--- src/rtl/flow_isa_pkg.sv ---
// ISA constants, FSM state type and the decoded control bundle for flow_sequencer.
// The PAUSE state exists only when FLOW_SINGLE_STEP_EN is defined.
package flow_isa_pkg;

  localparam logic [15:0] HALT_WORD_DEFAULT = 16'hFFFF;

  localparam logic [3:0] ALU_ADD    = 4'h0;
  localparam logic [3:0] OP_ALU_MAX = 4'h9;
  localparam logic [3:0] OP_LDI     = 4'hA;
  localparam logic [3:0] OP_LDM     = 4'hB;
  localparam logic [3:0] OP_STM     = 4'hC;
  localparam logic [3:0] OP_LDS     = 4'hD;
  localparam logic [3:0] OP_STS     = 4'hE;
  localparam logic [3:0] OP_BRZ     = 4'hF;

  typedef enum logic [1:0] {
    LD_NONE = 2'b00,
    LD_ALU  = 2'b01,
    LD_MEM  = 2'b10,
    LD_STK  = 2'b11
  } load_src_t;

  typedef enum logic [2:0] {
    ST_IDLE,
    ST_FETCH,
    ST_EXEC,
    ST_HALT
`ifdef FLOW_SINGLE_STEP_EN
    , ST_PAUSE
`endif
  } state_t;

  typedef struct packed {
    logic        pc_inc;
    logic [3:0]  alu_op;
    logic [3:0]  a_sel;
    logic [3:0]  b_sel;
    logic        a_src;
    logic        b_src;
    logic [15:0] a_alt;
    logic [15:0] b_alt;
    logic [3:0]  out_sel;
    load_src_t   load_src;
    logic        st_mem;
    logic        st_stk;
  } ctrl_t;

endpackage

--- src/rtl/flow_sequencer_if.sv ---
// Datapath-facing bundle: instruction/flags into the sequencer, control out to the datapath.
interface flow_sequencer_if;
  logic [15:0] current_instruction;
  logic [15:0] zeroflag;
  logic        program_counter_increment;
  logic [3:0]  alu_op;
  logic [3:0]  alu_a_select;
  logic [3:0]  alu_b_select;
  logic        alu_a_source;
  logic        alu_b_source;
  logic [15:0] alu_a_altern;
  logic [15:0] alu_b_altern;
  logic [3:0]  alu_out_select;
  logic [1:0]  alu_load_src;
  logic        alu_store_to_mem;
  logic        alu_store_to_stk;

  modport master (
    input  current_instruction, zeroflag,
    output program_counter_increment, alu_op, alu_a_select, alu_b_select,
           alu_a_source, alu_b_source, alu_a_altern, alu_b_altern,
           alu_out_select, alu_load_src, alu_store_to_mem, alu_store_to_stk
  );

  modport slave (
    output current_instruction, zeroflag,
    input  program_counter_increment, alu_op, alu_a_select, alu_b_select,
           alu_a_source, alu_b_source, alu_a_altern, alu_b_altern,
           alu_out_select, alu_load_src, alu_store_to_mem, alu_store_to_stk
  );
endinterface

--- src/rtl/flow_decoder.sv ---
// Combinational EXEC-cycle decode of the instruction register into the control bundle.
module flow_decoder
  import flow_isa_pkg::*;
#(
  parameter logic [15:0] HALT_WORD = HALT_WORD_DEFAULT
) (
  input  logic [15:0] ir,
  input  logic [15:0] zeroflag,
  output ctrl_t       ctrl,
  output logic        is_halt
);

  logic [3:0] op, d, a;

  assign op = ir[15:12];
  assign d  = ir[11:8];
  assign a  = ir[7:4];

  // NOTE: every output gets a default before any branch so no path leaves a latch.
  always_comb begin
    ctrl        = '0;
    ctrl.pc_inc = 1'b1;
    is_halt     = (ir == HALT_WORD);

    if (is_halt) begin
      ctrl.pc_inc = 1'b0;
    end else if (op <= OP_ALU_MAX) begin
      ctrl.alu_op   = op;
      ctrl.a_sel    = a;
      ctrl.b_sel    = ir[3:0];
      ctrl.out_sel  = d;
      ctrl.load_src = LD_ALU;
      ctrl.pc_inc   = (d != 4'd0);
    end else begin
      // Non-ALU ops all compute through ADD; loads/stores/branch add 0 to reg[a].
      ctrl.alu_op = ALU_ADD;
      unique case (op)
        OP_LDI: begin
          ctrl.a_alt    = {{8{ir[7]}}, ir[7:0]};
          ctrl.a_src    = 1'b1;
          ctrl.b_src    = 1'b1;
          ctrl.out_sel  = d;
          ctrl.load_src = LD_ALU;
          ctrl.pc_inc   = (d != 4'd0);
        end
        OP_LDM, OP_LDS: begin
          ctrl.a_sel    = a;
          ctrl.b_src    = 1'b1;
          ctrl.out_sel  = d;
          ctrl.load_src = (op == OP_LDM) ? LD_MEM : LD_STK;
          ctrl.pc_inc   = (d != 4'd0);
        end
        OP_STM, OP_STS: begin
          ctrl.a_sel   = a;
          ctrl.b_src   = 1'b1;
          ctrl.out_sel = d;
          ctrl.st_mem  = (op == OP_STM);
          ctrl.st_stk  = (op == OP_STS);
        end
        default: begin
          if (zeroflag[d]) begin
            ctrl.a_sel    = a;
            ctrl.b_src    = 1'b1;
            ctrl.load_src = LD_ALU;
            ctrl.pc_inc   = 1'b0;
          end
        end
      endcase
    end
  end

endmodule

--- src/rtl/flow_sequencer.sv ---
// Fetch/execute sequencer driving a falling-edge-commit datapath.
// Optional single-step mode (PAUSE state and step port) under FLOW_SINGLE_STEP_EN.
module flow_sequencer
  import flow_isa_pkg::*;
#(
  parameter logic [15:0] HALT_WORD = HALT_WORD_DEFAULT
) (
  input  logic                clock,
  input  logic                resetn,
  input  logic                start,
`ifdef FLOW_SINGLE_STEP_EN
  input  logic                step,
`endif
  flow_sequencer_if.master    dp,
  output logic                busy,
  output logic                halted,
  output logic [15:0]         retired_count
);

  state_t      state_q, state_d;
  logic [15:0] ir_q;
  logic [15:0] retired_q;
  ctrl_t       dec_ctrl, ctrl;
  logic        is_halt;

  flow_decoder #(.HALT_WORD(HALT_WORD)) u_decoder (
    .ir       (ir_q),
    .zeroflag (dp.zeroflag),
    .ctrl     (dec_ctrl),
    .is_halt  (is_halt)
  );

  // NOTE: clocked state uses non-blocking assignments so all registers update together.
  always_ff @(posedge clock or negedge resetn) begin
    if (!resetn) state_q <= ST_IDLE;
    else         state_q <= state_d;
  end

  always_ff @(posedge clock or negedge resetn) begin
    if (!resetn) begin
      ir_q      <= '0;
      retired_q <= '0;
    end else begin
      if (state_q == ST_FETCH) ir_q <= dp.current_instruction;
      if (state_q == ST_EXEC && retired_q != 16'hFFFF) retired_q <= retired_q + 16'd1;
    end
  end

  // Control outputs are live only in EXEC; every other state drives zeros.
  always_comb begin
    state_d = state_q;
    ctrl    = '0;
    unique case (state_q)
      ST_IDLE:  if (start) state_d = ST_FETCH;
      ST_FETCH: state_d = ST_EXEC;
      ST_EXEC: begin
        ctrl = dec_ctrl;
`ifdef FLOW_SINGLE_STEP_EN
        state_d = is_halt ? ST_HALT : ST_PAUSE;
`else
        state_d = is_halt ? ST_HALT : ST_FETCH;
`endif
      end
`ifdef FLOW_SINGLE_STEP_EN
      ST_PAUSE: if (step) state_d = ST_FETCH;
`endif
      ST_HALT:  state_d = ST_HALT;
      default:  state_d = ST_IDLE;
    endcase
  end

  assign dp.program_counter_increment = ctrl.pc_inc;
  assign dp.alu_op           = ctrl.alu_op;
  assign dp.alu_a_select     = ctrl.a_sel;
  assign dp.alu_b_select     = ctrl.b_sel;
  assign dp.alu_a_source     = ctrl.a_src;
  assign dp.alu_b_source     = ctrl.b_src;
  assign dp.alu_a_altern     = ctrl.a_alt;
  assign dp.alu_b_altern     = ctrl.b_alt;
  assign dp.alu_out_select   = ctrl.out_sel;
  assign dp.alu_load_src     = ctrl.load_src;
  assign dp.alu_store_to_mem = ctrl.st_mem;
  assign dp.alu_store_to_stk = ctrl.st_stk;

  assign busy          = (state_q != ST_IDLE) && (state_q != ST_HALT);
  assign halted        = (state_q == ST_HALT);
  assign retired_count = retired_q;

endmodule

--- src/flat_wrapper.sv ---
// flat-port wrapper written by rule: the top's interface ports become plain ports
module flow_sequencer_flat import flow_isa_pkg::*;
#(
  parameter logic [15:0] HALT_WORD = HALT_WORD_DEFAULT
)
  (clock, resetn, start, busy, halted, retired_count, dp_current_instruction, dp_zeroflag, dp_program_counter_increment, dp_alu_op, dp_alu_a_select, dp_alu_b_select, dp_alu_a_source, dp_alu_b_source, dp_alu_a_altern, dp_alu_b_altern, dp_alu_out_select, dp_alu_load_src, dp_alu_store_to_mem, dp_alu_store_to_stk);
  flow_sequencer_if dp_i ();
  input  logic clock;
  input  logic resetn;
  input  logic start;
  output logic busy;
  output logic halted;
  output logic [15:0] retired_count;
  input wire logic [$bits(dp_i.current_instruction)-1:0] dp_current_instruction;
  input wire logic [$bits(dp_i.zeroflag)-1:0] dp_zeroflag;
  output wire logic [$bits(dp_i.program_counter_increment)-1:0] dp_program_counter_increment;
  output wire logic [$bits(dp_i.alu_op)-1:0] dp_alu_op;
  output wire logic [$bits(dp_i.alu_a_select)-1:0] dp_alu_a_select;
  output wire logic [$bits(dp_i.alu_b_select)-1:0] dp_alu_b_select;
  output wire logic [$bits(dp_i.alu_a_source)-1:0] dp_alu_a_source;
  output wire logic [$bits(dp_i.alu_b_source)-1:0] dp_alu_b_source;
  output wire logic [$bits(dp_i.alu_a_altern)-1:0] dp_alu_a_altern;
  output wire logic [$bits(dp_i.alu_b_altern)-1:0] dp_alu_b_altern;
  output wire logic [$bits(dp_i.alu_out_select)-1:0] dp_alu_out_select;
  output wire logic [$bits(dp_i.alu_load_src)-1:0] dp_alu_load_src;
  output wire logic [$bits(dp_i.alu_store_to_mem)-1:0] dp_alu_store_to_mem;
  output wire logic [$bits(dp_i.alu_store_to_stk)-1:0] dp_alu_store_to_stk;
  assign dp_i.current_instruction = dp_current_instruction;
  assign dp_i.zeroflag = dp_zeroflag;
  assign dp_program_counter_increment = dp_i.program_counter_increment;
  assign dp_alu_op = dp_i.alu_op;
  assign dp_alu_a_select = dp_i.alu_a_select;
  assign dp_alu_b_select = dp_i.alu_b_select;
  assign dp_alu_a_source = dp_i.alu_a_source;
  assign dp_alu_b_source = dp_i.alu_b_source;
  assign dp_alu_a_altern = dp_i.alu_a_altern;
  assign dp_alu_b_altern = dp_i.alu_b_altern;
  assign dp_alu_out_select = dp_i.alu_out_select;
  assign dp_alu_load_src = dp_i.alu_load_src;
  assign dp_alu_store_to_mem = dp_i.alu_store_to_mem;
  assign dp_alu_store_to_stk = dp_i.alu_store_to_stk;
  flow_sequencer #(.HALT_WORD(HALT_WORD)) u_core (.clock(clock), .resetn(resetn), .start(start), .dp(dp_i), .busy(busy), .halted(halted), .retired_count(retired_count));
endmodule
--- config.mk ---
export PLATFORM = sky130hd
export DESIGN_NAME = flow_sequencer_flat
export DESIGN_NICKNAME = d
export VERILOG_FILES = /design/src/rtl/flow_isa_pkg.sv /design/src/rtl/flow_sequencer_if.sv /design/src/rtl/flow_decoder.sv /design/src/rtl/flow_sequencer.sv /design/src/flat_wrapper.sv
export SDC_FILE = /design/constraint.sdc
export NUM_CORES = 1
export LEC_CHECK = 0
export BUFFER_PORTS_ARGS = -buffer_cell sky130_fd_sc_hd__clkbuf_2
export CORE_ASPECT_RATIO = 0.5
export CORE_MARGIN = 5
export CORE_UTILIZATION = 47
export CTS_CLUSTER_SIZE = 20
export DETAILED_ROUTE_END_ITERATION = 12
export HOLD_SLACK_MARGIN = 0.05
export PLACE_DENSITY = 0.81
export SLEW_MARGIN = 10
export SYNTH_ARGS = -nofsm -noshare
export SYNTH_HDL_FRONTEND = slang
export SYNTH_SLANG_ARGS = --single-unit
--- constraint.sdc ---
create_clock -name clock -period 2.8 [get_ports clock]
set_clock_uncertainty 0.05 [all_clocks]
set_input_delay 0.28 -clock clock [delete_from_list [all_inputs] [get_ports clock]]
set_output_delay 0.28 -clock clock [all_outputs]
set_load 0.05 [all_outputs]
==> results of run 1 <==
==> per-stage QoR <==
step	setup slack (ns)	cells
after floorplan	-0.0254	231
after global placement	0.453	358
after detailed placement	0.349	358
after CTS	0.0347	366
after global routing	0.00989	366
final	0.137	366
==> layer usage <==
metal | up-vias | part of all wire | track usage | routed length [um]
li1 | 882 | - | - | -
met1 | 901 | 0.39 | 0.191 | 2080
met2 | 72 | 0.52 | 0.314 | 2790
met3 | 6 | 0.073 | 0.0405 | 389
met4 | 0 | 0.010 | 0.0468 | 55
met5 | - | 0 | 0 | 0
==> final timing paths <==
kind / from / to / slack (ns) / depth (start not counted)
min in group clock: dp_current_instruction[15] / u_core.ir_q[15]$_DFFE_PN0P_ / 0.17 / 3
max: u_core.ir_q[12]$_DFFE_PN0P_ / dp_alu_a_altern[2] / 0.14 / 7
min: resetn / u_core.retired_count[1]$_DFFE_PN0P_ / 0.04 / 1
max reg2reg: u_core.state_q[0]$_DFFE_PN0P_ / u_core.retired_count[14]$_DFFE_PN0P_ / 0.78 / 7
max in group asynchronous: resetn / u_core.ir_q[10]$_DFFE_PN0P_ / 2.07 / 1
min reg2reg: u_core.retired_count[11]$_DFFE_PN0P_ / u_core.retired_count[11]$_DFFE_PN0P_ / 0.46 / 1
==> cells by family after synthesis <==
kind of cell / share of synthesized area
DFF: 0.380
other: 0.00167
AOI/OAI and AO/OA: 0.0615
and+or+nand+nor: 0.234
muxes: 0.117
buffers and inverters: 0.118
xor gates and xnor gates: 0.0547
adders and majority gates: 0.0335
==> power groups by stage <==
stage	Combinational, W	Sequential, W	Clock (W)
detailed placement	0.0000870	0.000500	0
global placement	0.0000863	0.000500	0
global route	0.0000939	0.000490	0.000576
finish	0.0000872	0.000491	0.000541
CTS	0.0000872	0.000491	0.000551
floorplan	0.0000710	0.000500	0
==> placed cells by master (no fill, tap or decap), drive strengths merged, types with 2 or more instances in the layout <==
| cell | count |
|---|---|
| clkbuf | 96 |
| bufinv | 2 |
| inv | 6 |
| nand2 | 14 |
| buf | 3 |
| a2111oi | 2 |
| and2 | 17 |
| nor4 | 7 |
| conb | 16 |
| a21oi | 5 |
| xor2 | 4 |
| a31oi | 2 |
| nand3b | 2 |
| dfrtp | 34 |
| nor2 | 12 |
| ha | 6 |
| mux4 | 4 |
| xnor2 | 10 |
| and3 | 6 |
| nand4 | 14 |
| a211oi | 2 |
| mux2 | 15 |
| nand3 | 6 |
| o21ai | 3 |
| or2 | 2 |
==> registers in the layout, indices dropped and copies added, names as in the netlist <==
| name | count |
|---|---|
| u_core.ir_q | 16 |
| u_core.retired_count | 16 |
| u_core.state_q | 2 |
==> cell type report <==
cell class / instances / area, um2 / share of cell area
clock buffers: 5 / 68.8 / 0.0249
well taps: 66 / 82.6 / 0.0299
flip-flops and latches: 34 / 852 / 0.308
inverters: 6 / 22.5 / 0.00815
clock inverters: 3 / 68.8 / 0.0249
multi-input cells: 158 / 1190 / 0.431
repair buffers: 94 / 478 / 0.173
==> impl_metrics.ini, run 1 <==
[grt]
antenna_found_initial = 0
grt_use_total = 0.167
grt_max_degree = 35
grt_overflow_total = 0
first_global_vias = 1825
grt_pass1_wl_um = 8460

[logic_synthesis]
synth-edff-count = 0
synth-main-ff-cell = dfrtp_1
synth_area_per_cell_um2 = 10.4
yosysSeqAreaShare = 0.380
synth_area_um2 = 2240
yosysTopAreaCell = dfrtp_1
netlist_top_cells_count = dfrtp_1 (34), buf_4 (26), and2_1 (17)
postSynthCellCount = 216
synth_top_area_share = 0.380
synth_seq_cells = 34
async_reset_ff_frac = 1.00
netlist_top_cells_area = dfrtp_1 (38%), buf_4 (8.7%), mux2_2 (7.0%)
synthDistinctLibCells = 47
synth_most_common_cell = dfrtp_1
ys_warn_count = 0

[worst_setup_path]
crit_family = simple AND/OR/NAND/NOR gates
critPathLaunchType = register
cp_num_buf_inv = 2
crit_slowest_cell = dfrtp_1
crit_path_cell_trace = nand4_2, nor4_2, or2b_2, nor2b_2, buf_4, and2_1, clkbuf_2
crit_required_ns = 2.47
cp-end-kind = output pin
path_class = register to output pin
arrival_ns = 2.33
max_stage_delay_ns = 0.56
crit_fanout = 12

[clocking]
cts_tree = yes
hold_buffers = 0
postCtsSetupBuffers = 0
cts_num_sinks = 34
clk_pin_slew_ns = 0.07
cts_resized = 0
clock_latency_ns = 0.28
cts_max_level = 2
cts_made_buffers = 5
clk_path_buf_depth = 2
root_buffer = clkbuf_8

[route]
via_per_inst = 5.08
num_vias = 1861
dr.first_iter.drc_count = 37
firstDrtPassIters = 4
wl_um = 5310
drc = 0
final_antenna_net_count = 0
wl_per_cell_um = 14.5

[sta]
hold_ws_ns = 0.0437
hold_violations = 0
slew_viol_final = 0
rsz0062_at_grt = no
relSlewSlack = 0.434
tns_ns = 0
finalCritPeriodShare = 0.951
tightestPinTransition_ns = 0.850
period_minus_slack_ns = 2.66
fmax_mhz = 375
setup_violations = 0

[power]
ir_drop_uv = 248
switchingPower_w = 0.000249
switching_share = 0.223
combPwrFrac = 0.078
clkPwrFrac = 0.483
sequentialPowerShare = 0.439
power.density_nw_per_um2 = 405
p_leak_nw = 1.43
p_int_w = 0.000869
finalPower_w = 0.00112

[floorplan]
rows = 17
core_um2 = 4510
die_h_um = 58.8
io_pins = 108
initial_core_util = 0.497
dieArea_um2 = 6330
die_w_um = 108

[job]
max-cap-violations = 0

[layout]
syn_to_final_growth_pct = 23.4
num-fill-cells = 376
n_antenna_cell = 0
nets = 340
final_util = 0.613
drive_gt1_frac = 0.453
final_area_um2 = 2760

[placement]
globalplace.congestion = 0.921
dp_hpwl_um = 4290
placed_area_um2 = 2620
portBuffers = 91

[outcome]
status = completed

[min_path]
worst_hold_path_type = input port to asynchronous set/reset pin
(Power assumes the default switching activity.)
==> run 2, diff against run 1 <==
Settings changed: CTS_BUF_LIST set to sky130_fd_sc_hd__clkbuf_16.
==> impl_metrics.ini, run 2 (synthesized netlist as in run 1, its figures left out) <==
[outcome]
status = completed

[worst_setup_path]
cp-end-kind = output pin
max_stage_delay_ns = 0.55
path_class = register to output pin
crit_slowest_cell = dfrtp_1
crit_fanout = 12
crit_path_cell_trace = nand4_2, nor4_2, or2b_2, nor2b_2, buf_4, and2_1, clkbuf_2
cp_num_buf_inv = 2
ff2ff_setup_slack_ns = 0.77
arrival_ns = 2.31
critPathLaunchType = register
crit_required_ns = 2.47
crit_family = simple AND/OR/NAND/NOR gates

[grt]
grtUsageMet1 = 0.192
grt_busiest_layer = met2
grt_use_met2 = 0.317
first_global_vias = 1830
grt_overflow_total = 0
grt_use_total = 0.169
grt_pass1_wl_um = 8530
antenna_found_initial = 0
use_met3 = 0.0449
grt_max_degree = 35

[sta]
setup_violations = 0
slew_viol_final = 0
tns_ns = 0
rsz0062_at_grt = no
finalCritPeriodShare = 0.943
tightestPinTransition_ns = 0.845
relSlewSlack = 0.436
hold_ws_ns = 0.0530
hold_violations = 0
fmax_mhz = 379
period_minus_slack_ns = 2.64

[route]
wl_um = 5350
final_antenna_net_count = 0
wl_per_cell_um = 14.6
dr.first_iter.drc_count = 59
firstDrtPassIters = 4
via_per_inst = 5.16
num_vias = 1887
drc = 0

[power]
finalPower_w = 0.00129
ir_drop_uv = 242
p_leak_nw = 1.45
power.density_nw_per_um2 = 458

[layout]
syn_to_final_growth_pct = 25.8
final_cell_mix = clkbuf_2 (91), dfrtp_1 (34), and2_1 (17)
final_common_cell = clkbuf_2
final_util = 0.625
nets = 340
drive_gt1_frac = 0.450
final_cells = 366
n_antenna_cell = 0

[clocking]
cts_num_sinks = 34
clock_latency_ns = 0.27
cts_max_level = 2
cts_tree = yes
hold_buffers = 0
clk_pin_slew_ns = 0.05
clk_path_buf_depth = 2
root_buffer = clkbuf_16
cts_made_buffers = 5

[floorplan]
dieArea_um2 = 6330
die_h_um = 58.8
initial_core_util = 0.497
rows = 17
die_w_um = 108
io_pins = 108
core_um2 = 4510

[placement]
portBuffers = 91
dp_cells = 358
globalplace.congestion = 0.921
dp_hpwl_um = 4290

[min_path]
worst_hold_path_type = input port to asynchronous set/reset pin

[job]
max-cap-violations = 0
## run 2: per-layer routing
metal  share of wire  vias to the layer above  wire length (um)
met5               0                        -                 0
met4           0.014                        0                76
li1                -                      883                 -
met1            0.38                      917              2060
met2            0.53                       74              2810
met3           0.075                       13               403
## run 2: repair_timing
item / 4_1_cts / 5_1_grt
resized for setup: 0 / 2
setup endpoints to repair: 0 / 13
setup buffers: 0 / 0
## run 2: through the flow
step                      worst slack [ns]  cell area [um2]
after floorplan                    -0.0254             2300
after global placement               0.453             2620
after detailed placement             0.349             2620
after CTS                           0.0521             2810
after global routing               0.00184             2820
final                                0.161             2820
## run 2: final cells by class
class                           instances  area [um2]
Fill cell                             365        1690
Multi-Input combinational cell        158        1190
Sequential cell                        34         851
Timing Repair Buffer                   94         478
Clock buffer                            5         125
Tap cell                               66        82.6
Clock inverter                          3        68.8
Inverter                                6        22.5
## run 2: path summary, 6_finish.rpt
kind,startpoint,cells past startpoint,end
max,u_core.ir_q[12]$_DFFE_PN0P_,7,dp_alu_a_altern[2]
min,resetn,1,u_core.retired_count[1]$_DFFE_PN0P_
max reg2reg,u_core.state_q[0]$_DFFE_PN0P_,7,u_core.retired_count[14]$_DFFE_PN0P_
min reg2reg,u_core.retired_count[11]$_DFFE_PN0P_,1,u_core.retired_count[11]$_DFFE_PN0P_
max in group asynchronous,resetn,1,u_core.ir_q[7]$_DFFE_PN0P_
min in group clock,dp_current_instruction[15],3,u_core.ir_q[15]$_DFFE_PN0P_
## run 2: power breakdown
part           switching, W  internal (W)  leakage, nW  total [W]
clock              0.000200      0.000511       0.0940   0.000711
combinational     0.0000653     0.0000219        0.906  0.0000872
sequential                0      0.000492        0.454   0.000492
==> run 3, diff against run 2 <==
Settings changed: CORE_MARGIN 5 to 1.5, CORE_UTILIZATION 47 to 40, PLACE_DENSITY 0.81 to 0.71.
==> impl_metrics.ini, run 3 (synthesized netlist as in run 1, its figures left out) <==
[outcome]
status = completed

[layout]
n_antenna_cell = 0
num-fill-cells = 498
final_util = 0.512
drive_gt1_frac = 0.435
nets = 339
final_cell_mix = clkbuf_2 (89), dfrtp_1 (34), and2_1 (17)
final_common_cell = clkbuf_2
syn_to_final_growth_pct = 24.5

[grt]
antenna_found_initial = 0
grt_pass1_wl_um = 8270
grt_max_degree = 35
first_global_vias = 1798
grt_overflow_total = 0
grt_use_total = 0.175

[power]
clkPwrFrac = 0.512
ir_drop_uv = 213
p_leak_nw = 1.46
power.density_nw_per_um2 = 425
switchingPower_w = 0.000259
combPwrFrac = 0.073
p_int_w = 0.000927
switching_share = 0.218
sequentialPowerShare = 0.415

[floorplan]
initial_core_util = 0.411
io_pins = 108
core_um2 = 5440
die_w_um = 109
dieArea_um2 = 6080
die_h_um = 55.9
rows = 19

[clocking]
root_buffer = clkbuf_16
cts_made_buffers = 5
clock_latency_ns = 0.27
clk_path_buf_depth = 2
cts_tree = yes
clk_pin_slew_ns = 0.05
cts_max_level = 2
postCtsSetupBuffers = 0
cts_num_sinks = 34

[worst_setup_path]
ff2ff_path_depth = 7
critPathLaunchType = register
crit_slowest_cell = dfrtp_1
max_stage_delay_ns = 0.55
crit_fanout = 11
arrival_ns = 2.33
crit_path_cell_trace = nand4_2, nor4_4, or2b_2, nor2b_1, buf_4, and2_1, clkbuf_2
ff2ff_setup_slack_ns = 0.70
crit_required_ns = 2.47
path_class = register to output pin
cp-end-kind = output pin

[placement]
dp_hpwl_um = 3880
portBuffers = 91
globalplace.congestion = 0.852

[route]
firstDrtPassIters = 4
via_per_inst = 4.96
wl_per_cell_um = 13.8
wl_um = 5130
drc = 0
final_antenna_net_count = 0
dr.first_iter.drc_count = 73
num_vias = 1844

[sta]
rsz0062_at_grt = no
slew_viol_final = 0
fmax_mhz = 376
relSlewSlack = 0.417
tns_ns = 0
finalCritPeriodShare = 0.951
tightestPinTransition_ns = 0.875
hold_violations = 0
period_minus_slack_ns = 2.66
setup_violations = 0

[min_path]
worst_hold_path_type = input port to asynchronous set/reset pin

[job]
max-cap-violations = 0
[run 3: metal layers]
layer	vias to the layer above	global-route usage	share of wire
met5	-	0	0
met1	880	0.229	0.44
li1	882	-	-
met2	73	0.294	0.50
met4	0	0.0526	0.013
met3	9	0.0340	0.055
[run 3: area by class of cell]
cell class / instances / area, um2 / area share
multi-input combinational: 158 / 1190 / 0.427
sequential: 34 / 851 / 0.305
timing repair buffer: 93 / 470 / 0.169
clock buffer: 5 / 125 / 0.0449
tap: 73 / 91.3 / 0.0328
clock inverter: 3 / 37.5 / 0.0135
inverter: 6 / 22.5 / 0.00808
[run 3: path summary, 6_finish.rpt]
path,start,endpoint
hold reg to reg,u_core.retired_count[15]$_DFFE_PN0P_,u_core.retired_count[15]$_DFFE_PN0P_
hold / removal,resetn,u_core.retired_count[0]$_DFFE_PN0P_
setup / recovery,u_core.ir_q[14]$_DFFE_PN0P_,dp_alu_a_altern[1]
setup reg to reg,u_core.state_q[0]$_DFFE_PN0P_,u_core.retired_count[14]$_DFFE_PN0P_
min in group clock,dp_current_instruction[15],u_core.ir_q[15]$_DFFE_PN0P_
max in group asynchronous,resetn,u_core.ir_q[1]$_DFFE_PN0P_
[run 3: critical path, delay by kind of cell, from the launching register on]
kind / cells / cell delay, ns
buffers and inverters: 2 / 0.40
AND/OR/NAND/NOR: 5 / 1.11
flip-flops: 1 / 0.55
[run 3: per-stage QoR]
stage	cells	hold WS, ns	area (um2)	total power [W]	setup WS (ns)
detailed placement	364	0.390	2620	0.000588	0.426
floorplan	231	-0.0656	2300	0.000571	-0.0254
global route	372	0.139	2790	0.00122	0.000867
CTS	372	0.0993	2780	0.00120	0.128
finish	372	0.0648	2790	0.00119	0.138
global placement	364	0.374	2620	0.000587	0.479
[run 3: power by group through the flow]
stage / Clock (W) / Combinational (W) / Sequential, W
after floorplan: 0 / 0.0000710 / 0.000500
after global placement: 0 / 0.0000869 / 0.000500
after detailed placement: 0 / 0.0000876 / 0.000500
after CTS: 0.000619 / 0.0000878 / 0.000492
after global routing: 0.000638 / 0.0000942 / 0.000491
final: 0.000607 / 0.0000868 / 0.000492
[run 3: repair_timing]
item	4_1_cts	5_1_grt
hold endpoints to repair	0	0
gates resized for setup	0	3
setup endpoints to repair	0	16
hold buffers	0	0
